### config.mk
export PLATFORM = sky130hd
export DESIGN_NAME = div_sched
export DESIGN_NICKNAME = d
export VERILOG_FILES = /design/src/rtl/div_sched.sv
export SDC_FILE = /design/constraint.sdc
export NUM_CORES = 1
export LEC_CHECK = 0
export ABC_AREA = 1
export CELL_PAD_IN_SITES_DETAIL_PLACEMENT = 1
export CELL_PAD_IN_SITES_GLOBAL_PLACEMENT = 2
export CORE_AREA = 4 4 204 206
export CTS_CLUSTER_SIZE = 30
export DETAILED_ROUTE_END_ITERATION = 8
export DIE_AREA = 0 0 208 210
export GPL_ROUTABILITY_DRIVEN = 1
export PLACE_DENSITY = 0.93
export SYNTH_ARGS = -nofsm -noshare
export SYNTH_HDL_FRONTEND = slang
export SYNTH_SLANG_ARGS = --single-unit
### constraint.sdc
create_clock -name clk -period 3.5 [get_ports clk]
set_input_delay 1.05 -clock clk [delete_from_list [all_inputs] [get_ports clk]]
set_output_delay 1.05 -clock clk [all_outputs]
set_load 0.01 [all_outputs]
### src/rtl/div_sched.sv
// div_sched: sequencing controller for the shared iterative divider.
// Resolves divide-by-zero and signed overflow locally, reuses the last
// divider result when the operands match, and survives flushes while the
// divider is busy.
module div_sched #(
  parameter int WORD_WIDTH = 32
) (
  input  logic                  clk,
  input  logic                  rst_n,
  input  logic                  req_valid,
  input  logic [1:0]            req_op,
  input  logic [WORD_WIDTH-1:0] req_dividend,
  input  logic [WORD_WIDTH-1:0] req_divisor,
  output logic                  req_ready,
  input  logic                  flush,
  output logic                  div_start,
  output logic                  div_signed,
  output logic [WORD_WIDTH-1:0] div_dividend,
  output logic [WORD_WIDTH-1:0] div_divisor,
  input  logic [WORD_WIDTH-1:0] div_quotient,
  input  logic [WORD_WIDTH-1:0] div_remainder,
  input  logic                  div_finish,
  output logic                  rsp_valid,
  output logic [WORD_WIDTH-1:0] rsp_data,
  output logic                  busy
);

  localparam logic [WORD_WIDTH-1:0] W_MIN = {1'b1, {(WORD_WIDTH-1){1'b0}}};

  typedef enum logic [2:0] {S_IDLE, S_ISSUE, S_WAIT, S_RESP, S_ABORT} state_t;

  state_t                r_state, w_state_nxt;
  logic                  r_div_signed, r_rem;
  logic [WORD_WIDTH-1:0] r_div_dividend, r_div_divisor, r_rsp_data;
  logic                  r_c_vld, r_c_sgn;
  logic [WORD_WIDTH-1:0] r_c_dvd, r_c_dvs, r_c_q, r_c_r;

  logic                  w_sgn, w_rem, w_dbz, w_ovf, w_hit, w_fast, w_accept;
  logic                  w_rsp_valid, w_fin;
  logic [WORD_WIDTH-1:0] w_fast_data;

  // Request classification: op[0]=0 is signed, op[1]=1 selects remainder.
  assign w_sgn  = ~req_op[0];
  assign w_rem  = req_op[1];
  assign w_dbz  = (req_divisor == '0);
  assign w_ovf  = w_sgn && (req_dividend == W_MIN) && (req_divisor == '1);
  assign w_hit  = r_c_vld && (r_c_dvd == req_dividend) && (r_c_dvs == req_divisor) &&
                  (r_c_sgn == w_sgn);
  assign w_fast = w_dbz || w_ovf || w_hit;

  // Priority: divide-by-zero, then overflow, then cache hit.
  assign w_fast_data = w_dbz ? (w_rem ? req_dividend : '1) :
                       w_ovf ? (w_rem ? '0 : W_MIN) :
                               (w_rem ? r_c_r : r_c_q);

  // Divider completion only counts while we are waiting on it.
  assign w_fin = div_finish && ((r_state == S_WAIT) || (r_state == S_ABORT));

  // State register.
  always_ff @(posedge clk or negedge rst_n) begin
    if (!rst_n) r_state <= S_IDLE;
    else        r_state <= w_state_nxt;
  end

  // Next-state and handshake/control outputs.
  always_comb begin
    w_state_nxt = r_state;
    req_ready   = 1'b0;
    div_start   = 1'b0;
    w_rsp_valid = 1'b0;
    w_accept    = 1'b0;
    case (r_state)
      S_IDLE: begin
        req_ready = !flush;
        w_accept  = req_valid && !flush;
        if (w_accept) w_state_nxt = w_fast ? S_RESP : S_ISSUE;
      end
      // The start pulse goes out even under flush: operands are committed.
      S_ISSUE: begin
        div_start   = 1'b1;
        w_state_nxt = flush ? S_ABORT : S_WAIT;
      end
      // A flush coinciding with finish drops the response but keeps the result.
      S_WAIT: begin
        if (div_finish) w_state_nxt = flush ? S_IDLE : S_RESP;
        else if (flush) w_state_nxt = S_ABORT;
      end
      S_RESP: begin
        w_rsp_valid = !flush;
        w_state_nxt = S_IDLE;
      end
      S_ABORT: begin
        if (div_finish) w_state_nxt = S_IDLE;
      end
      default: w_state_nxt = S_IDLE;
    endcase
  end

  // Operand latch, result register and result cache.
  always_ff @(posedge clk or negedge rst_n) begin
    if (!rst_n) begin
      r_div_signed   <= 1'b0;
      r_rem          <= 1'b0;
      r_div_dividend <= '0;
      r_div_divisor  <= '0;
      r_rsp_data     <= '0;
      r_c_vld        <= 1'b0;
      r_c_sgn        <= 1'b0;
      r_c_dvd        <= '0;
      r_c_dvs        <= '0;
      r_c_q          <= '0;
      r_c_r          <= '0;
    end else begin
      if (w_accept) begin
        if (w_fast) begin
          r_rsp_data <= w_fast_data;
        end else begin
          r_div_signed   <= w_sgn;
          r_rem          <= w_rem;
          r_div_dividend <= req_dividend;
          r_div_divisor  <= req_divisor;
        end
      end
      if (w_fin) begin
        r_c_vld    <= 1'b1;
        r_c_sgn    <= r_div_signed;
        r_c_dvd    <= r_div_dividend;
        r_c_dvs    <= r_div_divisor;
        r_c_q      <= div_quotient;
        r_c_r      <= div_remainder;
        r_rsp_data <= r_rem ? div_remainder : div_quotient;
      end
    end
  end

  assign rsp_valid    = w_rsp_valid;
  assign rsp_data     = w_rsp_valid ? r_rsp_data : '0;
  assign busy         = (r_state != S_IDLE);
  assign div_signed   = r_div_signed;
  assign div_dividend = r_div_dividend;
  assign div_divisor  = r_div_divisor;

endmodule

### Word level (Yosys, flattened, before mapping)

Index checks and enable logic that the tools add are counted.

* register bits: 231
* bits in latches: 0
* bits in writable memories: 0
* bits in read-only memories: 0
* output and inout port bits: 101
* word-level logic and storage cells: 67
* memories: 0

* $add $sub $neg: 0
* multipliers: 0
* div/mod/pow operators: 0
* $lt $le $gt $ge: 0
* equality and inequality tests: 12
* shifts and indexed selects: 0
* multiplexer cells: 22
* bitwise gates (word level): 2
* reduce and logical (&&, ||, !) cells: 19

Operator list (number)
* 32-bit 2-to-1 mux: 10
* 32-bit equality test: 2
* 32-bit equality test (second input constant): 2
* 32-bit logical NOT: 1
* 3-bit 2-to-1 mux: 5
* 3-bit one-hot mux with 4 select lines: 1
* 1-bit logical AND: 7
* 3-bit by 2-bit equality test with 1-bit output (second input constant): 2
* 1-bit 2-to-1 mux: 4
* 2-bit 2-to-1 mux: 2
* 2-bit != test (second input constant): 2
* 2-bit AND reduction: 2
* 2-bit nonzero test: 2
* 3-bit by 1-bit equality test with 1-bit output (second input constant): 1
* 3-bit equality test (second input constant): 1
* 3-bit logical NOT: 1
* 1-bit logical OR: 3
* 3-bit != test (second input constant): 1
* 3-bit AND reduction: 1
* 3-bit nonzero test: 1
* 1-bit NOT: 2
* 1-bit equality test: 1
* 1-bit logical NOT: 1

### Logic depth before layout (Yosys ltp)

* word-level depth: 8
* mapped depth: 15
* depth with buffers taken out: 14

### Worst setup path after synthesis

No wires, ideal clock.

* path kind: input to output
* start: in flush
* end: out rsp_data[10]
* arrival time: 2.137 ns
* slack: 0.313 ns
* stages: 4
* path through: nor4_1 > inv_1 > clkbuf_1 > nor2_1

* cells in the longest elaborated chain, start to end: 3

RTL lines
* start: declaration: RTL line 15 `input logic flush,`
* 1-bit logical NOT: RTL line 89 `w_rsp_valid = !flush;`
* 1-bit 2-to-1 mux: RTL line 72 `case (r_state)`
* 32-bit 2-to-1 mux: RTL line 137 `assign rsp_data = w_rsp_valid ? r_rsp_data : '0;`
* end: declaration: RTL line 24 `output logic [WORD_WIDTH-1:0] rsp_data,`

No other way between the ends.

### Worst setup path in the final report

* start: in flush
* end: out rsp_data[14]

The elaborated chain is that of the path after synthesis.

==> flow_metrics.env <==
export IMPL_p_int_w=0.00785
export IMPL_grt_max_degree=106
export IMPL_min_path_type="reg2reg"
export IMPL_clk_pin_slew_ns=0.06
export IMPL_cp_data_arrival_time_ns=2.27
export IMPL_detailedPlace_worstSlack_ns=-0.741
export IMPL_synth_top_cells_by_area="dfrtp_1 47%, nand2_1 23%, inv_1 5.9%, o21ai_0 5.5%, nor2_1 4.2%"
export IMPL_max_cap_viol_count=0
export IMPL_netlist_area_leader_share=0.474
export IMPL_wirelength_um=44600
export IMPL_leakage_nw=8.20
export IMPL_grt_pass1_wl_um=71900
export IMPL_required_ns=2.45
export IMPL_timing_final_crit_share=0.950
export IMPL_maxSlewHeadroom=0.554
export IMPL_viasPerCell=4.75
export IMPL_setup_ws_ns=0.175
export IMPL_syn_nets=1891
export IMPL_synth_seq_area_share=0.474
export IMPL_ir_drop_v=0.000380
export IMPL_cp_common_cell="dlygate4sd2_1"
export IMPL_p_comb_frac=0.372
export IMPL_ys_seq_elements=231
export IMPL_grt_pass1_vias=13000
export IMPL_syn_inst=1756
export IMPL_cts_root_buf="clkbuf_16"
export IMPL_grt_util_all_layers=0.200
export IMPL_crit_fanout=32
export IMPL_drt_iter0_markers=721
export IMPL_cts_buffer_depth=3
export IMPL_htreeDepth=1
export IMPL_grt_ovfl_total=0
export IMPL_startpoint_type="input port"
export IMPL_cpMaxStageDelayCell="dlygate4sd2_1"
export IMPL_die_h_um=210
export IMPL_hold_slack_ns=0.465
export IMPL_sw_frac_of_total=0.379
export IMPL_dominantRegCellSynth="dfrtp_1"
export IMPL_wl_per_cell_um=17.7
export IMPL_gp_congestion=0.803
export IMPL_mostFrequentLayoutCells="743 x nand2_1, 230 x dfrtp_1, 200 x clkdlybuf4s50_1, 189 x inv_1, 137 x nor2_1"
export IMPL_power_w=0.0126
export IMPL_num_rows=73
export IMPL_rsz0062_at_grt="no"
export IMPL_cts_tree="done"
export IMPL_numClockSinks=231
export IMPL_die_area_um2=43700
export IMPL_final_instance_count_excl_fill=2517
export IMPL_worst_setup_path_type="in2out"
export IMPL_clk_latency_ns=0.56
export IMPL_max_freq_mhz=301
export IMPL_first_pass_iters=5
export IMPL_fin_nets=2105
export IMPL_synth_top_area_cell="dfrtp_1"
export IMPL_n_fill_cell=4968
export IMPL_worstMarginPinSlew_ns=0.669
export IMPL_syn_to_final_growth_pct=32.9
export IMPL_p_per_area_nw_per_um2=780
export IMPL_p_seq_frac=0.376
export IMPL_async_flop_share=1.00
export IMPL_hpwl_um=31800
export IMPL_cts_buffers=29
export IMPL_setup_violations=0
export IMPL_ios=236
export IMPL_finalHoldViolCount=0
export IMPL_slew_viol_final=0
export IMPL_synth_avg_cell_area_um2=6.94
export IMPL_yosysUniqueCellTypes=29
export IMPL_vias=12000
export IMPL_ant_nets=0
export IMPL_synth_edff_count=0
export IMPL_portBuffers=235
export IMPL_netlist_area_um2=12200
export IMPL_cp_end_kind="output port"
export IMPL_netSwitchingPower_w=0.00479
export IMPL_final_common_cell="nand2_1"
export IMPL_drcViolationCount=0
export IMPL_antenna_found_initial=4
export IMPL_die_w_um=208
export IMPL_core_um2=39600
export IMPL_slowest_delay_ns=0.29
export IMPL_initial_core_util=0.307
export IMPL_clockPowerShare=0.252
export IMPL_fin_skew_ns=0.0177
export IMPL_outcome="complete, no violations"
export IMPL_cp_cell_sequence="dlygate4sd2_1 -> nor4_4 -> inv_2 -> buf_12 -> nor2_1 -> dlygate4sd2_1"
export IMPL_fin_util=0.409
export IMPL_yosysWarnings=0
export IMPL_min_period_ns=3.32
export IMPL_postCtsHoldBufs=0
export IMPL_final_layout_size_suffix_gt1_frac=0.0598
export IMPL_dp_cells=2464
[path summary, 6_finish.rpt]
| check | endpoint | cells past startpoint | startpoint | slack, ns |
|---|---|---|---|---|
| max | rsp_data[14] | 6 | flush | 0.18 |
| min | r_c_vld | 1 | r_c_vld | 0.46 |
| max reg2reg | div_divisor[31] | 15 | r_c_dvs[13] | 1.26 |
| min reg2reg | r_c_vld | 1 | r_c_vld | 0.46 |
| max in group asynchronous | div_divisor[12] | 2 | rst_n | 2.11 |
| min in group asynchronous | r_c_dvd[5] | 1 | rst_n | 0.51 |
[cell families after synthesis]
| group | after synthesis | share of synthesized area |
|---|---|---|
| flip-flops | 231 | 0.474 |
| AND/OR/NAND/NOR | 953 | 0.305 |
| AO/OA/AOI/OAI | 271 | 0.118 |
| XOR/XNOR | 4 | 0.00287 |
| buffers and inverters | 297 | 0.100 |
[critical path: cells and delay by family]
| family | cells | cell delay [ns] |
|---|---|---|
| simple gates | 2 | 0.36 |
| buf+inv | 4 | 0.84 |
[final cells by class]
class                      instances  area [um2]  share of cell area
sequential                       231        5780               0.357
multi-input combinational       1228        5220               0.322
timing repair buffer             273        2760               0.170
clock buffer                      37         826              0.0510
inverter                         207         779              0.0481
tap                              525         657              0.0405
clock inverter                    15         189              0.0117
antenna                            1        2.50            0.000154
[per-layer routing]
| metal | track usage | vias up | routed length [um] |
|---|---|---|---|
| li1 | - | 5846 | - |
| met1 | 0.268 | 5800 | 20300 |
| met2 | 0.340 | 232 | 21300 |
| met3 | 0.0280 | 73 | 1640 |
| met4 | 0.0562 | 6 | 1290 |
| met5 | 0 | - | 34 |
[Yosys cell counts, types with 3 or more instances]
master	n
nand2_1	744
dfrtp_1	231
inv_1	190
nor2_1	137
o21ai_0	133
a21oi_1	64
clkbuf_1	58
nand3_1	45
o21ai_1	40
a211oi_1	31
buf_2	17
inv_2	16
nand4_1	15
buf_6	10
nor3_1	5
buf_1	3
[power groups by stage]
stage / clock, W / combinational, W / sequential, W
2_1_floorplan: 0 / 0.00263 / 0.00467
3_3_place_gp: 0 / 0.00459 / 0.00472
3_5_place_dp: 0 / 0.00476 / 0.00478
4_1_cts: 0.00327 / 0.00480 / 0.00476
5_1_grt: 0.00339 / 0.00536 / 0.00491
6_report: 0.00319 / 0.00471 / 0.00476
[registers in the layout, summed over array words and instances, names as in the netlist, 3 cells and up]
register / count
div_dividend: 32
div_divisor: 32
r_c_dvd: 32
r_c_dvs: 32
r_c_q: 32
r_c_r: 32
r_rsp_data: 32
r_state: 3
[per-stage QoR]
| stage | instance area, um2 | setup TNS [ns] |
|---|---|---|
| final | 16200 | 0 |
| after global routing | 16200 | 0 |
| after CTS | 16200 | 0 |
| after detailed placement | 15200 | -22.50 |
| after global placement | 15200 | -24.48 |
| after floorplan | 12200 | 0 |
[timing repair]
item	CTS	global route
setup buffers	0	0
gates resized for setup	43	0
endpoints found under the setup margin	33	0
(Power assumes the default switching activity.)
